`src/rtl/falu_cnv_i2f_stage.sv`:
```
// Two-stage shell around the combinational INT2FP converter: stage 1 drives the converter, stage 2 holds the result for writeback.
// Latency 2 cycles, 1 op/cycle; wb_* held under backpressure, req_ready drops once both stages are full.
module falu_cnv_i2f_stage #(
    parameter int TAG_W = 6
) (
    input  logic             clk,
    input  logic             rst_n,
    input  logic             flush,
    input  logic [2:0]       frm,
    input  logic             req_valid,
    output logic             req_ready,
    input  logic [63:0]      req_src,
    input  logic [2:0]       req_rm,
    input  logic             req_is_double,
    input  logic             req_is_word,
    input  logic             req_is_unsigned,
    input  logic [TAG_W-1:0] req_tag,
    output logic [63:0]      cnv_input,
    output logic [2:0]       cnv_rm,
    output logic             cnv_is_double,
    output logic             cnv_is_word,
    output logic             cnv_is_unsigned,
    input  logic [63:0]      cnv_output,
    input  logic             cnv_inexact,
    output logic             wb_valid,
    input  logic             wb_ready,
    output logic [63:0]      wb_result,
    output logic [4:0]       wb_fflags,
    output logic             wb_illegal,
    output logic [TAG_W-1:0] wb_tag
);

    logic             v1;
    logic             v2;
    logic             ill1;
    logic [TAG_W-1:0] tag1;
    logic             adv1;
    logic             adv2;
    logic             accept;
    logic [2:0]       rm_eff;
    logic             rm_bad;

    assign adv2      = v2 & wb_ready;
    assign adv1      = v1 & (~v2 | adv2);
    assign req_ready = rst_n & ~flush & (~v1 | adv1);
    assign accept    = req_valid & req_ready;

    // Reserved modes (101/110/111 after DYN resolution) become illegal-instruction.
    assign rm_eff = (req_rm == 3'b111) ? frm : req_rm;
    assign rm_bad = (rm_eff == 3'b101) | (rm_eff == 3'b110) | (rm_eff == 3'b111);

    always_ff @(posedge clk or negedge rst_n) begin
        if (!rst_n) begin
            v1              <= 1'b0;
            ill1            <= 1'b0;
            tag1            <= '0;
            cnv_input       <= 64'd0;
            cnv_rm          <= 3'b000;
            cnv_is_double   <= 1'b0;
            cnv_is_word     <= 1'b0;
            cnv_is_unsigned <= 1'b0;
        end else begin
            v1 <= ~flush & (accept | (v1 & ~adv1));
            if (accept) begin
                ill1            <= rm_bad;
                tag1            <= req_tag;
                cnv_input       <= req_src;
                cnv_rm          <= rm_bad ? 3'b000 : rm_eff;
                cnv_is_double   <= req_is_double;
                cnv_is_word     <= req_is_word;
                cnv_is_unsigned <= req_is_unsigned;
            end
        end
    end

    // The payload may still load during a flush; v2 clearing hides it.
    always_ff @(posedge clk or negedge rst_n) begin
        if (!rst_n) begin
            v2         <= 1'b0;
            wb_result  <= 64'd0;
            wb_fflags  <= 5'd0;
            wb_illegal <= 1'b0;
            wb_tag     <= '0;
        end else begin
            v2 <= ~flush & (adv1 | (v2 & ~adv2));
            if (adv1) begin
                wb_result  <= ill1 ? 64'd0 : cnv_output;
                wb_fflags  <= {4'b0000, ~ill1 & cnv_inexact};
                wb_illegal <= ill1;
                wb_tag     <= tag1;
            end
        end
    end

    assign wb_valid = v2;

endmodule
```
`config.mk`:
```
export PLATFORM = sky130hd
export DESIGN_NAME = falu_cnv_i2f_stage
export DESIGN_NICKNAME = d
export VERILOG_FILES = /design/src/rtl/falu_cnv_i2f_stage.sv
export SDC_FILE = /design/constraint.sdc
export NUM_CORES = 1
export LEC_CHECK = 0
export ABC_AREA = 1
export CORE_UTILIZATION = 40
export DETAILED_ROUTE_END_ITERATION = 6
export MAX_ROUTING_LAYER = met4
export PLACE_DENSITY = 0.85
export SYNTH_ARGS = -nofsm -noshare
export SYNTH_HDL_FRONTEND = slang
export SYNTH_SLANG_ARGS = --single-unit
```
`constraint.sdc`:
```
create_clock -name clk -period 1.4 [get_ports clk]
set_input_delay 0.35 -clock clk [delete_from_list [all_inputs] [get_ports clk]]
set_output_delay 0.35 -clock clk [all_outputs]
set_load 0.005 [all_outputs]
```
==> After elaboration in Yosys (flattened, before gate mapping) <==
Cells that the tools add are included.
{ "op_classes": {"add_sub_neg": 0, "multipliers": 0, "div_mod_pow": 0, "n_lt_le_gt_ge": 0, "n_eq_ne": 4, "shifts": 0, "n_mux": 3, "n_bitwise": 22, "n_reduce_logical": 0} }
{ "ops": {"columns": ["cell", "count"], "rows": [
  ["$mux 64", 1],
  ["$eq 3x3->1 const B", 4],
  ["$and 1x1->1", 10],
  ["$mux 3", 2],
  ["$not 1->1", 6],
  ["$or 1x1->1", 6]
]} }
{ "word_totals": {"regBits": 151, "latchBits": 0, "mem_bits_rw": 0, "rom_bits": 0, "inputBits": 149, "out_inout_bits": 148, "wordCells": 42, "mem_count": 0} }

==> Longest topological paths before layout <==
{ "depth": {"depth_word": 8, "depth_mapped": 8, "ltp_nobuf": 6} }

==> Least setup slack after synthesis <==
No wires, ideal clock.
{ "synth_path": {"kind": "input to register", "from": "in rst_n", "to": "reg cnv_rm[1]", "setup_ns": 0.118, "arrival_time_ns": 1.010, "required_ns": 1.282, "setup_slack_ns": 0.272, "cell_stages": 7, "path_buffers": 2, "path_cell_list": "inv_1 -> nor2_1 -> nand3_2 -> buf_4 -> buf_4 -> nand2_1 -> nand2_1"} }
{ "synth_between": {"elab_chain_cells": 3} }
{ "synth_rtl": {"columns": ["item", "line", "rtl"], "rows": [
  ["start, declared", "7", "input logic rst_n,"],
  ["$and 1x1->1 (2 in a row)", "45", "assign req_ready = rst_n & ~flush & (~v1 | adv1);"],
  ["$and 1x1->1", "46", "assign accept = req_valid & req_ready;"],
  ["end signal, assigned", "68", "cnv_rm <= rm_bad ? 3'b000 : rm_eff;"],
  ["end, declared", "19", "output logic [2:0] cnv_rm,"]
]} }
No other way between the ends.
A chain may end at the register's enable or synchronous reset.

==> Worst setup path in the final report <==
{ "layout_path": {"from": "reg v2, in the netlist wb_valid", "to": "out req_ready"} }
{ "layout_between": {"elab_chain_cells": 5, "word_cells_on_any_way": 6, "cone_classes": "6 x bitwise"} }
{ "layout_rtl": {"columns": ["item", "line", "rtl"], "rows": [
  ["start, declared", "34", "logic v2;"],
  ["start signal, assigned", "85", "v2 <= ~flush & (adv1 | (v2 & ~adv2));"],
  ["$and 1x1->1 / $not 1->1 (equally long branches)", "43, 44", null],
  ["$or 1x1->1 (*)", "44", "assign adv1 = v1 & (~v2 | adv2);"],
  ["$and 1x1->1 (*)", "44", null],
  ["$or 1x1->1 (*)", "45", null],
  ["$and 1x1->1 (*)", "45", null],
  ["end, declared", "11", "output logic req_ready,"]
]} }
Mark *: on every way between the ends. The rest lies on a longest branch, timed or not.

==> impl_metrics.json <==
{
  "fin_crit_sh": 1.06,
  "cts.sinks": 151,
  "overflow": 0,
  "wl_per_cell_um": 15.0,
  "crit_arrival_ns": 1.13,
  "total_power_uw": 13200,
  "layout_setup_ws_ns": -0.0817,
  "root_buffer": "clkbuf_16",
  "portBuffers": 292,
  "clk_pin_slew_ns": 0.06,
  "r2r-start": "wb_valid",
  "grt_max_degree": 78,
  "die_y_um": 123,
  "diodes": 0,
  "place_congestion": 0.800,
  "cts_tree": "built",
  "crit_chain": "nand3_2 -> nand2_2 -> inv_2 -> buf_2",
  "cp-start-kind": "flop",
  "nets": 1150,
  "num_vias": 5572,
  "p_comb_frac": 0.218,
  "avgSynthCellArea_um2": 8.88,
  "dr.pass1.iters": 5,
  "ys_ff_latch": 151,
  "max_freq_mhz": 675,
  "die_w_um": 123,
  "postLayoutCoreUtil": 0.702,
  "syn-cell-area_um2": 5820,
  "drcViolationCount": 0,
  "p_per_area_nw_per_um2": 1340,
  "path_depth": 4,
  "power.leakage_uw": 0.00512,
  "irDropWorstVdd_uv": 715,
  "critPathMaxFanout": 2,
  "pre_cts_ws_ns": -0.497,
  "holdBufCountCts": 0,
  "htree_num_levels": 4,
  "cts_buffer_depth": 2,
  "synthCells": 655,
  "rsz0062_at_grt": "yes",
  "rr_worst_depth": 8,
  "endpoint_kind": "output pin",
  "p_switching_uw": 3390,
  "slew_viol_final": 0,
  "r2r_slack_ns": -0.01,
  "synth_cell_type_count": 18,
  "crit_start": "wb_valid",
  "coreArea_um2": 14000,
  "crit_slowest_cell": "dfrtp_1",
  "yosys_warnings": 0,
  "dp.cells": 1129,
  "grt_pass1_wl_um": 25500,
  "power.internal_uw": 9840,
  "critical-path-top-delay-family": "flip-flops",
  "worstPathRequired_ns": 1.05,
  "crit_end": "req_ready",
  "tightestPinTransition_ns": 0.968,
  "cp_num_buf_inv": 2,
  "violations": "setup timing",
  "grt_usage": 0.231,
  "cts_inserted_buffers": 17,
  "rows": 43,
  "area_delta_synth_final_pct": 69.5,
  "holdWs_ns": 0.0131,
  "slowest_delay_ns": 0.37,
  "skew_ns": 0.00695,
  "dp_hpwl_um": 12000,
  "boundaryPins": 297,
  "status": "complete, but fails checks",
  "fin_crit_ns": 1.48,
  "grt_pass1_vias": 5284,
  "drv_cap": 0,
  "clock_latency_ns": 0.41,
  "critPathKind": "flop to output pin",
  "via_per_inst": 4.67,
  "start_util": 0.414,
  "max_slew_margin": 0.355,
  "finalNonFillerCells": 1192,
  "final-setup-viol-count": 8,
  "p_sw_frac": 0.256,
  "final_hold_viol_count": 0,
  "postRouteAntennaNets": 0,
  "power.share.clock": 0.360,
  "drtIter0Drc": 288,
  "drive_gt1_frac": 0.155,
  "wirelength_um": 17900,
  "synth_seq_area_share": 0.650,
  "pwr-share-seq": 0.421,
  "r2r-end": "cnv_rm[0]",
  "dieArea_um2": 15000,
  "antenna_found_initial": 0,
  "hp-class": "primary input to asynchronous set/reset pin"
}
-- kinds of logic (layout without fill, tap and decap cells) --
kind of cell	count (synthesis)	after routing	share of synthesized area
AND/OR/NAND/NOR	439	439	0.287
flip-flops	151	151	0.650
buffers and inverters	46	400	0.0473
AO/OA/AOI/OAI	18	18	0.0155
other	1	4	0.000645
-- layout by cell type, fill, tap and decap left out, types with 4 or more instances in the layout --
master	instances
conb_1	4
buf_12	7
bufinv_16	4
buf_6	8
buf_4	49
inv_1	8
clkdlybuf4s50_1	145
o21ai_1	6
clkbuf_2	33
clkbuf_16	21
dfrtp_1	151
buf_2	13
o21ai_0	10
nand2_1	424
clkdlybuf4s15_1	95
-- cells in the mapped netlist --
| master | instances | share of area |
|---|---|---|
| a21oi_1 | 2 | 0.0017 |
| buf_2 | 13 | 0.011 |
| buf_4 | 13 | 0.017 |
| buf_6 | 5 | 0.0097 |
| clkbuf_1 | 4 | 0.0026 |
| conb_1 | 1 | 0.00064 |
| dfrtp_1 | 151 | 0.65 |
| inv_1 | 10 | 0.0065 |
| inv_2 | 1 | 0.00064 |
| nand2_1 | 426 | 0.27 |
| nand2_2 | 1 | 0.0011 |
| nand3_1 | 4 | 0.0034 |
| nand3_2 | 1 | 0.0017 |
| nand4_1 | 2 | 0.0022 |
| nor2_1 | 4 | 0.0026 |
| nor2_2 | 1 | 0.0011 |
| o21ai_0 | 10 | 0.0086 |
| o21ai_1 | 6 | 0.0052 |
-- metrics by stage --
step                cell area (um2)  setup TNS, ns
floorplan                      5830              0
global placement               9100         -45.73
detailed placement             9100         -48.39
CTS                            9880        -0.0591
global route                   9860          -4.77
finish                         9860         -0.131
-- flip-flops by register name, indices dropped and copies added, names as in the netlist, 3 cells and up --
name,count
cnv_input,64
tag1,6
cnv_rm,3
wb_tag,6
wb_result,64
-- per-layer routing --
layer / track usage / share of wire / up-vias
met4: 0.0991 / 0.021 / 0
li1: - / - / 2666
met1: 0.259 / 0.39 / 2604
met5: - / 0 / -
met2: 0.379 / 0.50 / 269
met3: 0.0720 / 0.093 / 33
-- worst min-delay path, cell delays in order --
cell,delay [ns]
buf_6,0.07
buf_4,0.11
buf_12,0.30
-- how the worst min path moves through the flow --
stage / from / end / depth (start not counted)
6_report: rst_n / wb_result[58] / 3
5_1_grt: rst_n / wb_result[50] / 3
4_1_cts: rst_n / wb_result[58] / 3
3_5_place_dp: wb_result[48] / wb_result[48] / 2
3_3_place_gp: wb_result[2] / wb_result[2] / 2
2_1_floorplan: rst_n / cnv_input[0] / 0
-- final cells by class --
type / instances / area, um2
Clock inverter: 12 / 179
Sequential cell: 151 / 3780
Clock buffer: 18 / 439
Timing Repair Buffer: 359 / 3400
Tap cell: 180 / 225
Multi-Input combinational cell: 461 / 1800
Inverter: 11 / 41.3
Fill cell: 986 / 4180
-- what timing repair did --
| action | in CTS | in global routing |
|---|---|---|
| cloned | 0 | 5 |
| endpoints found under the hold margin | 0 | 0 |
| gates resized for setup | 320 | 47 |
| setup buffers | 22 | 6 |
| setup endpoints to repair | 144 | 78 |
| pin swaps | 2 | 5 |
-- power by group through the flow --
stage,combinational (uW),sequential (uW),clock (uW)
4_1_cts,2940,5560,4850
5_1_grt,3180,5650,5030
3_5_place_dp,3140,5610,0
2_1_floorplan,768,5660,0
6_report,2890,5580,4760
3_3_place_gp,3070,5590,0
Note: power is estimated with default switching activity, not from simulation.
